## src/rtl/spi_master_param.sv

```systemverilog
// -----------------------------------------------------------------------------
// spi_master_param
//
// Parametrised SPI master: DATA_W-bit words MSB first, SCK half-period of DIV
// CLK cycles, NUM_CS one-hot active-low chip selects, all four CKP/CPH modes
// chosen per transfer. The received word is published on a one-cycle DONE.
//
// Ports:
//   CLK        system clock, rising edge
//   RESET      asynchronous active-low reset
//   START_STB  start request, sampled only while idle
//   TX_DATA    word to send, latched at start
//   CS_SEL     target index, latched at start
//   CKP, CPH   clock polarity / phase, latched at start
//   MISO       serial data from target
//   SCK, MOSI  serial clock / data to target
//   CS_N       active-low chip selects
//   BUSY       transfer in progress
//   DONE       one-cycle end-of-transfer pulse
//   RX_DATA    last received word, updated with DONE
//   ERR        one-cycle pulse for a start with an out-of-range CS_SEL
// -----------------------------------------------------------------------------
module spi_master_param #(
   parameter int unsigned DATA_W = 16,
   parameter int unsigned DIV    = 2,
   parameter int unsigned NUM_CS = 2,
   parameter int unsigned SEL_W  = 1
) (
   input  logic              CLK,
   input  logic              RESET,
   input  logic              START_STB,
   input  logic [DATA_W-1:0] TX_DATA,
   input  logic [SEL_W-1:0]  CS_SEL,
   input  logic              CKP,
   input  logic              CPH,
   input  logic              MISO,
   output logic              SCK,
   output logic              MOSI,
   output logic [NUM_CS-1:0] CS_N,
   output logic              BUSY,
   output logic              DONE,
   output logic [DATA_W-1:0] RX_DATA,
   output logic              ERR
);

   localparam int unsigned DIV_CW  = (DIV > 1) ? $clog2(DIV) : 1;
   localparam int unsigned EDGE_CW = $clog2(2 * DATA_W + 1);
   localparam logic [DIV_CW-1:0]  DIV_LAST  = DIV_CW'(DIV - 1);
   localparam logic [EDGE_CW-1:0] EDGE_LAST = EDGE_CW'(2 * DATA_W);

   typedef enum logic [1:0] {StIdle, StSetup, StXfer, StHold} state_e;

   state_e              state_q, state_d;
   logic [DIV_CW-1:0]   div_q, div_d;
   logic [EDGE_CW-1:0]  edge_q, edge_d;
   logic [EDGE_CW-1:0]  edge_num;
   logic                sck_q, sck_d;
   logic                mosi_q, mosi_d;
   logic [NUM_CS-1:0]   cs_n_q, cs_n_d;
   logic                busy_q, busy_d;
   logic                done_q, done_d;
   logic                err_q, err_d;
   logic                cph_q, cph_d;
   logic [DATA_W-1:0]   tx_sh_q, tx_sh_d;
   logic [DATA_W-1:0]   rx_sh_q, rx_sh_d;
   logic [DATA_W-1:0]   rx_data_q, rx_data_d;
   logic                sel_valid;
   logic                do_edge;

   assign sel_valid = (32'(CS_SEL) < NUM_CS);
   // edge_q counts SCK edges already issued; edge_num is the one about to fire
   assign edge_num  = edge_q + 1'b1;

   always_comb begin
      state_d   = state_q;
      div_d     = div_q;
      edge_d    = edge_q;
      sck_d     = sck_q;
      mosi_d    = mosi_q;
      cs_n_d    = cs_n_q;
      busy_d    = busy_q;
      done_d    = 1'b0;
      err_d     = 1'b0;
      cph_d     = cph_q;
      tx_sh_d   = tx_sh_q;
      rx_sh_d   = rx_sh_q;
      rx_data_d = rx_data_q;
      do_edge   = 1'b0;

      unique case (state_q)
         StIdle: begin
            sck_d = CKP;
            if (START_STB) begin
               if (sel_valid) begin
                  state_d = StSetup;
                  div_d   = '0;
                  edge_d  = '0;
                  busy_d  = 1'b1;
                  cs_n_d  = ~(NUM_CS'(1) << CS_SEL);
                  cph_d   = CPH;
                  tx_sh_d = TX_DATA;
                  rx_sh_d = '0;
                  // CPH=1 leaves MOSI untouched until the first SCK edge
                  if (!CPH) begin
                     mosi_d = TX_DATA[DATA_W-1];
                  end
               end else begin
                  err_d = 1'b1;
               end
            end
         end
         StSetup, StXfer: begin
            if (div_q == DIV_LAST) begin
               do_edge = 1'b1;
               div_d   = '0;
               if (edge_num == EDGE_LAST) begin
                  state_d = StHold;
                  edge_d  = '0;
               end else begin
                  state_d = StXfer;
                  edge_d  = edge_num;
               end
            end else begin
               div_d = div_q + 1'b1;
            end
         end
         StHold: begin
            if (div_q == DIV_LAST) begin
               state_d   = StIdle;
               div_d     = '0;
               edge_d    = '0;
               cs_n_d    = '1;
               busy_d    = 1'b0;
               done_d    = 1'b1;
               rx_data_d = rx_sh_q;
            end else begin
               div_d = div_q + 1'b1;
            end
         end
         default: state_d = StIdle;
      endcase

      if (do_edge) begin
         sck_d = ~sck_q;
         if (edge_num[0]) begin
            // leading edge
            if (!cph_q) begin
               rx_sh_d = {rx_sh_q[DATA_W-2:0], MISO};
            end else begin
               mosi_d  = tx_sh_q[DATA_W-1];
               tx_sh_d = tx_sh_q << 1;
            end
         end else begin
            // trailing edge; in CPH=0 the final edge has no next bit to drive
            if (cph_q) begin
               rx_sh_d = {rx_sh_q[DATA_W-2:0], MISO};
            end else if (edge_num != EDGE_LAST) begin
               mosi_d  = tx_sh_q[DATA_W-2];
               tx_sh_d = tx_sh_q << 1;
            end
         end
      end
   end

   always_ff @(posedge CLK or negedge RESET) begin
      if (!RESET) begin
         state_q   <= StIdle;
         div_q     <= '0;
         edge_q    <= '0;
         sck_q     <= 1'b0;
         mosi_q    <= 1'b0;
         cs_n_q    <= '1;
         busy_q    <= 1'b0;
         done_q    <= 1'b0;
         err_q     <= 1'b0;
         cph_q     <= 1'b0;
         tx_sh_q   <= '0;
         rx_sh_q   <= '0;
         rx_data_q <= '0;
      end else begin
         state_q   <= state_d;
         div_q     <= div_d;
         edge_q    <= edge_d;
         sck_q     <= sck_d;
         mosi_q    <= mosi_d;
         cs_n_q    <= cs_n_d;
         busy_q    <= busy_d;
         done_q    <= done_d;
         err_q     <= err_d;
         cph_q     <= cph_d;
         tx_sh_q   <= tx_sh_d;
         rx_sh_q   <= rx_sh_d;
         rx_data_q <= rx_data_d;
      end
   end

   assign SCK     = sck_q;
   assign MOSI    = mosi_q;
   assign CS_N    = cs_n_q;
   assign BUSY    = busy_q;
   assign DONE    = done_q;
   assign RX_DATA = rx_data_q;
   assign ERR     = err_q;

endmodule

```

## config.mk

```make
export PLATFORM = sky130hd
export DESIGN_NAME = spi_master_param
export DESIGN_NICKNAME = d
export VERILOG_FILES = /design/src/rtl/spi_master_param.sv
export SDC_FILE = /design/constraint.sdc
export NUM_CORES = 1
export LEC_CHECK = 0
export BUFFER_PORTS_ARGS = -buffer_cell sky130_fd_sc_hd__buf_2
export CELL_PAD_IN_SITES_DETAIL_PLACEMENT = 1
export CELL_PAD_IN_SITES_GLOBAL_PLACEMENT = 2
export CORE_MARGIN = 1.5
export CORE_UTILIZATION = 37
export CTS_CLUSTER_SIZE = 24
export DETAILED_ROUTE_END_ITERATION = 8
export PLACE_DENSITY = 0.82
export SLEW_MARGIN = 10
export SYNTH_ARGS = -nofsm -noshare
export SYNTH_HDL_FRONTEND = slang
export SYNTH_SLANG_ARGS = --single-unit
```

## constraint.sdc

```tcl
create_clock -name CLK -period 2.15 [get_ports CLK]
set_input_delay 0.215 -clock CLK [delete_from_list [all_inputs] [get_ports CLK]]
set_output_delay 0.215 -clock CLK [all_outputs]
set_load 0.01 [all_outputs]
```

# [Word level (Yosys, flattened, before mapping)]
# Index checks and enable logic that the tools add are counted.
# Widths: inputs -> output; s select.
[op_classes] n_addsub=2 eq_ne=8 shift=1 muxes=45 bitwise_logic=2 reduce_logical=9
[op_table] cell="$mux 16" n=13
[op_table] cell="$mux 6" n=4
[op_table] cell="$mux 1" n=18
[op_table] cell="$pmux 6 s3" n=1
[op_table] cell="$mux 2" n=5
[op_table] cell="$add 6x1->6 const B" n=1
[op_table] cell="$eq 6x6->1 const B" n=1
[op_table] cell="$ne 2x2->1 const B" n=3
[op_table] cell="$ne 6x6->1 const B" n=1
[op_table] cell="$pmux 2 s3" n=1
[op_table] cell="$reduce_and 3->1" n=2
[op_table] cell="$eq 2x2->1 const B" n=2
[op_table] cell="$pmux 1 s2" n=2
[op_table] cell="$pmux 2 s2" n=1
[op_table] cell="$reduce_and 2->1" n=2
[op_table] cell="$reduce_bool 2->1" n=2
[op_table] cell="$reduce_or 3->1" n=1
[op_table] cell="$eq 2x1->1 const B" n=1
[op_table] cell="$logic_not 2->1" n=1
[op_table] cell="$not 2->2" n=1
[op_table] cell="$reduce_or 2->1" n=1
[op_table] cell="$shl 1x1->2 const A" n=1
[op_table] cell="$add 1x1->1 const B" n=1
[op_table] cell="$not 1->1" n=1
[totals] ff_bits=64 out_inout_bits=23 word_cells=79

# [Logic depth before layout (Yosys ltp)]
[logic_depth] depth_word=7 mapped_depth=9 depth_no_buf=7

# [Least setup slack after synthesis]
# Ideal clock, no wire load.
[synth_path] path_kind="reg2reg" start="register state_q[0]" end="register tx_sh_q[10]" arrival_ps=1787 required_ps=1999 path_slack_ps=212 path_stages_with_launch=10 path_buffers=2 period_less_slack_ps=1938 cell_sequence="dfrtp_1 inv_1 ha_1 buf_2 nand2_1 buf_4 mux2i_1 a21oi_1 nor2_1 a221oi_2"
[synth_between] elab_chain_len=6 word_cells_on_any_way=11 cone_classes="eq/ne: 2; mux: 7; reduce/logical: 2"
[synth_lines] element="start, declared" line_no="53" source="state_e state_q, state_d;"
[synth_lines] element="start signal, assigned" line_no="167" source="state_q <= StIdle;"
[synth_lines] element="start signal, assigned" line_no="181" source="state_q <= state_d;"
[synth_lines] element="$logic_not 2->1" line_no="90" source="unique case (state_q)"
[synth_lines] element="$mux 16" line_no="90"
[synth_lines] element="$mux 16" line_no="157" source="end else if (edge_num != EDGE_LAST) begin"
[synth_lines] element="$mux 16" line_no="155" source="if (cph_q) begin"
[synth_lines] element="$mux 16" line_no="145" source="if (edge_num[0]) begin"
[synth_lines] element="$mux 16 (*)" line_no="143" source="if (do_edge) begin"
[synth_lines] element="via tx_sh_d[10]" line_no="64" source="logic [DATA_W-1:0] tx_sh_q, tx_sh_d;"
[synth_lines] element="end signal, assigned" line_no="191" source="tx_sh_q <= tx_sh_d;"
[synth_lines] element="end, declared" line_no="64"
# The timed path passes the listed nets; every way through them passes the cells marked *.
# A chain may end at the register's enable or synchronous reset.

# [Final worst setup path]
[layout_path] start="register state_q[0]" end="register tx_sh_q[5]"
# Same word-level chain as after synthesis.

==> parameters.txt <==
Parameter                              Value

Outcome
  Run status    finished clean

Critical path
  Delay contributed by the slowest stage of the critical path    roughly 0.54 ns
  WS Path Type    reg -> reg
  Worst Path Max Fanout    9
  Type of destination of the critical path    flip-flop
  Number of cells on the worst reg-to-reg path    7
  Required time at the endpoint of the critical path    ~2.4 ns
  Destination of the worst register-to-register timing path    tx_sh_q[5]
  Crit-path cells    inv_1 -> ha_1 -> nand2_1 -> or4_1 -> buf_4 -> o2bb2ai_1 -> a221oi_1
  Launching element type of the critical path    flip-flop
  Worst reg2reg setup slack    between 0.1 and 0.15 ns
  Critical R2R Launch    state_q[0]
  Worst path arrival time    2.21 ns
  CP max stage cell    sky130_fd_sc_hd__or4_1

Clocking
  Clock root cell    sky130_fd_sc_hd__clkbuf_8
  Clock slew at the register clock pins of the worst setup and hold paths    approximately 0.080 ns
  Clock Tree Buf Depth    2
  Clock tree from TritonCTS    built
  TritonCTS Buffers    9
  H-tree level count    3
  Insertion delay of the later-clocked pin in the worst-skew pair    0.34 ns
  Clock net sink count    between 60 and 70
  Post-CTS setup buffer count    0

STA
  Actual slew at the worst max-slew pin    roughly 0.53 ns
  Achievable frequency    498 MHz
  Min Clock Period, post-route    about 2.0 ns
  Setup TNS after final layout    0 ns
  Fin crit share    0.933
  Max-slew headroom    0.644
  Final hold viol count    0
  RSZ-0062 raised after global routing    no
  Setup Skew    ~0.0096 ns
  Total count of max-transition violations in the final report    0
  Final worst-path setup slack    0.144 ns
  Number of setup violations in the final report    0

Die
  DIE HEIGHT    ~100 um
  Number of rows created at floorplan    34
  Effective utilization at floorplan    0.384
  Total I/O pin count    46
  DIE AREA    9670 um^2
  Std-Cell Core Area    ~8800 um^2
  Die Span X    98.3 um

Layout
  Nets    400
  Share of cells above drive strength 1    0.307
  Final antenna diode count    0
  Layout Utilization    0.456
  Final cell count without fillers    486
  Area Overhead vs Synth    18.7%

Global routing
  Total overflow reported by the global router    0
  Pin count of the biggest net entering global routing    42
  Via count of the first global-routing pass    between 2000 and 3000
  Global-route total usage across every layer    0.178
  Wire length of the first global-routing pass    ~14000 um
  Number of antenna violations at the first check in global routing    0

Yosys
  Mean instance size in the synthesized netlist    slightly above 10 um^2
  Post-synthesis sequential area ratio    0.477
  Most common library cells after synthesis    62 x sky130_fd_sc_hd__dfrtp_1, 45 x sky130_fd_sc_hd__nand2_1, 24 x sky130_fd_sc_hd__nor2_1, 24 x sky130_fd_sc_hd__o21ai_0, 20 x sky130_fd_sc_hd__a21oi_1
  EDFF count, synth    0
  Netlist Area Pre-Place    roughly 3400 um^2
  Count of different cell masters after synthesis    44
  Yosys warning total    0
  Top FF cell, synth    sky130_fd_sc_hd__dfrtp_1
  Proportion of synthesized flip-flops having asynchronous set or reset    1.00
  Net count after synthesis    approximately 360
  Gate count after technology mapping    about 330
  Number of synthesized register bits    64
  Post-synth top area cell    sky130_fd_sc_hd__dfrtp_1
  Top cells by area in the synthesized netlist    sky130_fd_sc_hd__dfrtp_1 46%, sky130_fd_sc_hd__mux2_2 6.0%, sky130_fd_sc_hd__mux2i_1 5.1%
  Fraction of synthesized cell area taken by the top area cell type    0.461
  Most frequently used cell type in the post-synthesis netlist    sky130_fd_sc_hd__dfrtp_1

Power
  Power density over the cells    between 600 and 700 nW/um^2
  Clock network fraction of design power    0.479
  Share of power burned in registers    0.493
  Worst vdd rail ir drop    0.000399 V
  Internal power consumption    around 1.9 mW
  Fraction of power spent switching nets    0.233
  Reported net switching power    about 580 uW
  Combinational Power Share    0.028
  Static leakage    ~2.1 nW

Drt
  Pre-Repair DR Iteration Count    4
  DRC    0
  Via count    between 2000 and 3000
  Final routed wire length divided by cell count    16.5 um
  DRT Wirelength    about 8000 um
  Via count normalized by instance count    approximately 5.5
  Number of violations reported at the end of detailed-routing iteration 0    93
  Number of nets still failing antenna checks after routing    0

Hold path
  Worst hold path type    in -> reg
  Worst hold endpoint    rx_sh_q[0]
  Hold-critical path depth    3
  Hold Startpoint    MISO

Place
  Half-perimeter wire length after placement    ~5200 um
  Number of cells after detailed placement    between 400 and 500
  Number of buffers added on ports    44
  Routability congestion estimate from global placement    roughly 0.76
  Setup WS pre-CTS    0.129 ns

Run
  Maxcap violations    0
-- layout by cell type (no fill, tap or decap), drive strengths merged, types with 14 or more instances in the layout --
| cell type | Yosys | layout |
|---|---|---|
| o21ai | 25 | 25 |
| mux2 | 18 | 18 |
| mux2i | 17 | 17 |
| nand2 | 45 | 45 |
| o2bb2ai | 15 | 15 |
| dfrtp | 62 | 62 |
| a21oi | 20 | 20 |
| nor3 | 15 | 15 |
| a221oi | 14 | 14 |
| nor2 | 24 | 24 |
| buf | 8 | 56 |
-- critical path: cells and delay by family (launching register included) --
kind	cells	cell delay [ns]
adders and majority gates	1	0.34
AOI/OAI and AO/OA	2	0.26
buffers and inverters	2	0.28
and+or+nand+nor	2	0.62
DFF	1	0.37
-- metal layers --
metal  up-vias  GRT usage  part of all wire
met4         0     0.0802             0.022
met1      1325      0.227              0.46
li1       1283          -                 -
met3        15     0.0344             0.029
met5         -          0                 0
met2        34      0.293              0.49
-- per-stage QoR --
stage               total power [mW]  cell area [um^2]  hold WS [ns]
floorplan                       1.26              3360       -0.0806
global placement                1.32              3730         0.246
detailed placement              1.32              3730         0.249
CTS                             2.51              3960        0.0832
global route                    2.57              3990         0.106
finish                          2.48              3990        0.0944
-- state kept, by name, summed over array words and instances, names as in the netlist --
register  cells
BUSY          1
DONE          1
edge_q        6
state_q       2
rx_sh_q      16
RX_DATA      16
SCK           1
MOSI          1
tx_sh_q      16
div_q         1
CS_N          2
cph_q         1
-- power groups by stage --
| stage | Clock, mW | Sequential, mW | Combinational [mW] |
|---|---|---|---|
| after detailed placement | 0 | 1.25 | 0.0710 |
| after global placement | 0 | 1.25 | 0.0696 |
| after global routing | 1.27 | 1.23 | 0.0816 |
| after CTS | 1.22 | 1.22 | 0.0726 |
| after floorplan | 0 | 1.24 | 0.0175 |
| final | 1.19 | 1.22 | 0.0695 |
-- cells by family after synthesis --
family | Yosys count | share of synthesized area
other | 1 | 0.00112
buffers and inverters | 32 | 0.0443
muxes | 35 | 0.111
AOI/OAI and AO/OA | 90 | 0.215
DFF | 64 | 0.477
adders and majority gates | 4 | 0.0149
and+or+nand+nor | 101 | 0.132
xor gates and xnor gates | 2 | 0.00521
-- cell type report --
cell class              instances  area [um^2]
fillers                       980         4770
multi-input cells             233         1640
flip-flops and latches         64         1610
repair buffers                 57          358
well taps                     108          135
clock buffers                   9          124
clock inverters                 7          103
inverters                       8         30.0
-- what timing repair did --
action | CTS | global route
endpoints found under the setup margin | 0 | 6
gates resized for setup | 0 | 6
hold buffers | 1 | 0
endpoints found under the hold margin | 62 | 0
-- worst max path at each step --
stage	startpoint	endpoint	slack, ns	depth (start not counted)
after global placement	edge_q[0]	tx_sh_q[3]	0.25	7
after global routing	state_q[0]	tx_sh_q[5]	0.007	7
after CTS	edge_q[1]	tx_sh_q[5]	0.12	7
after floorplan	state_q[0]	tx_sh_q[10]	0.21	9
after detailed placement	edge_q[1]	tx_sh_q[5]	0.13	7
final	state_q[0]	tx_sh_q[5]	0.14	7
(Power assumes the default switching activity.)
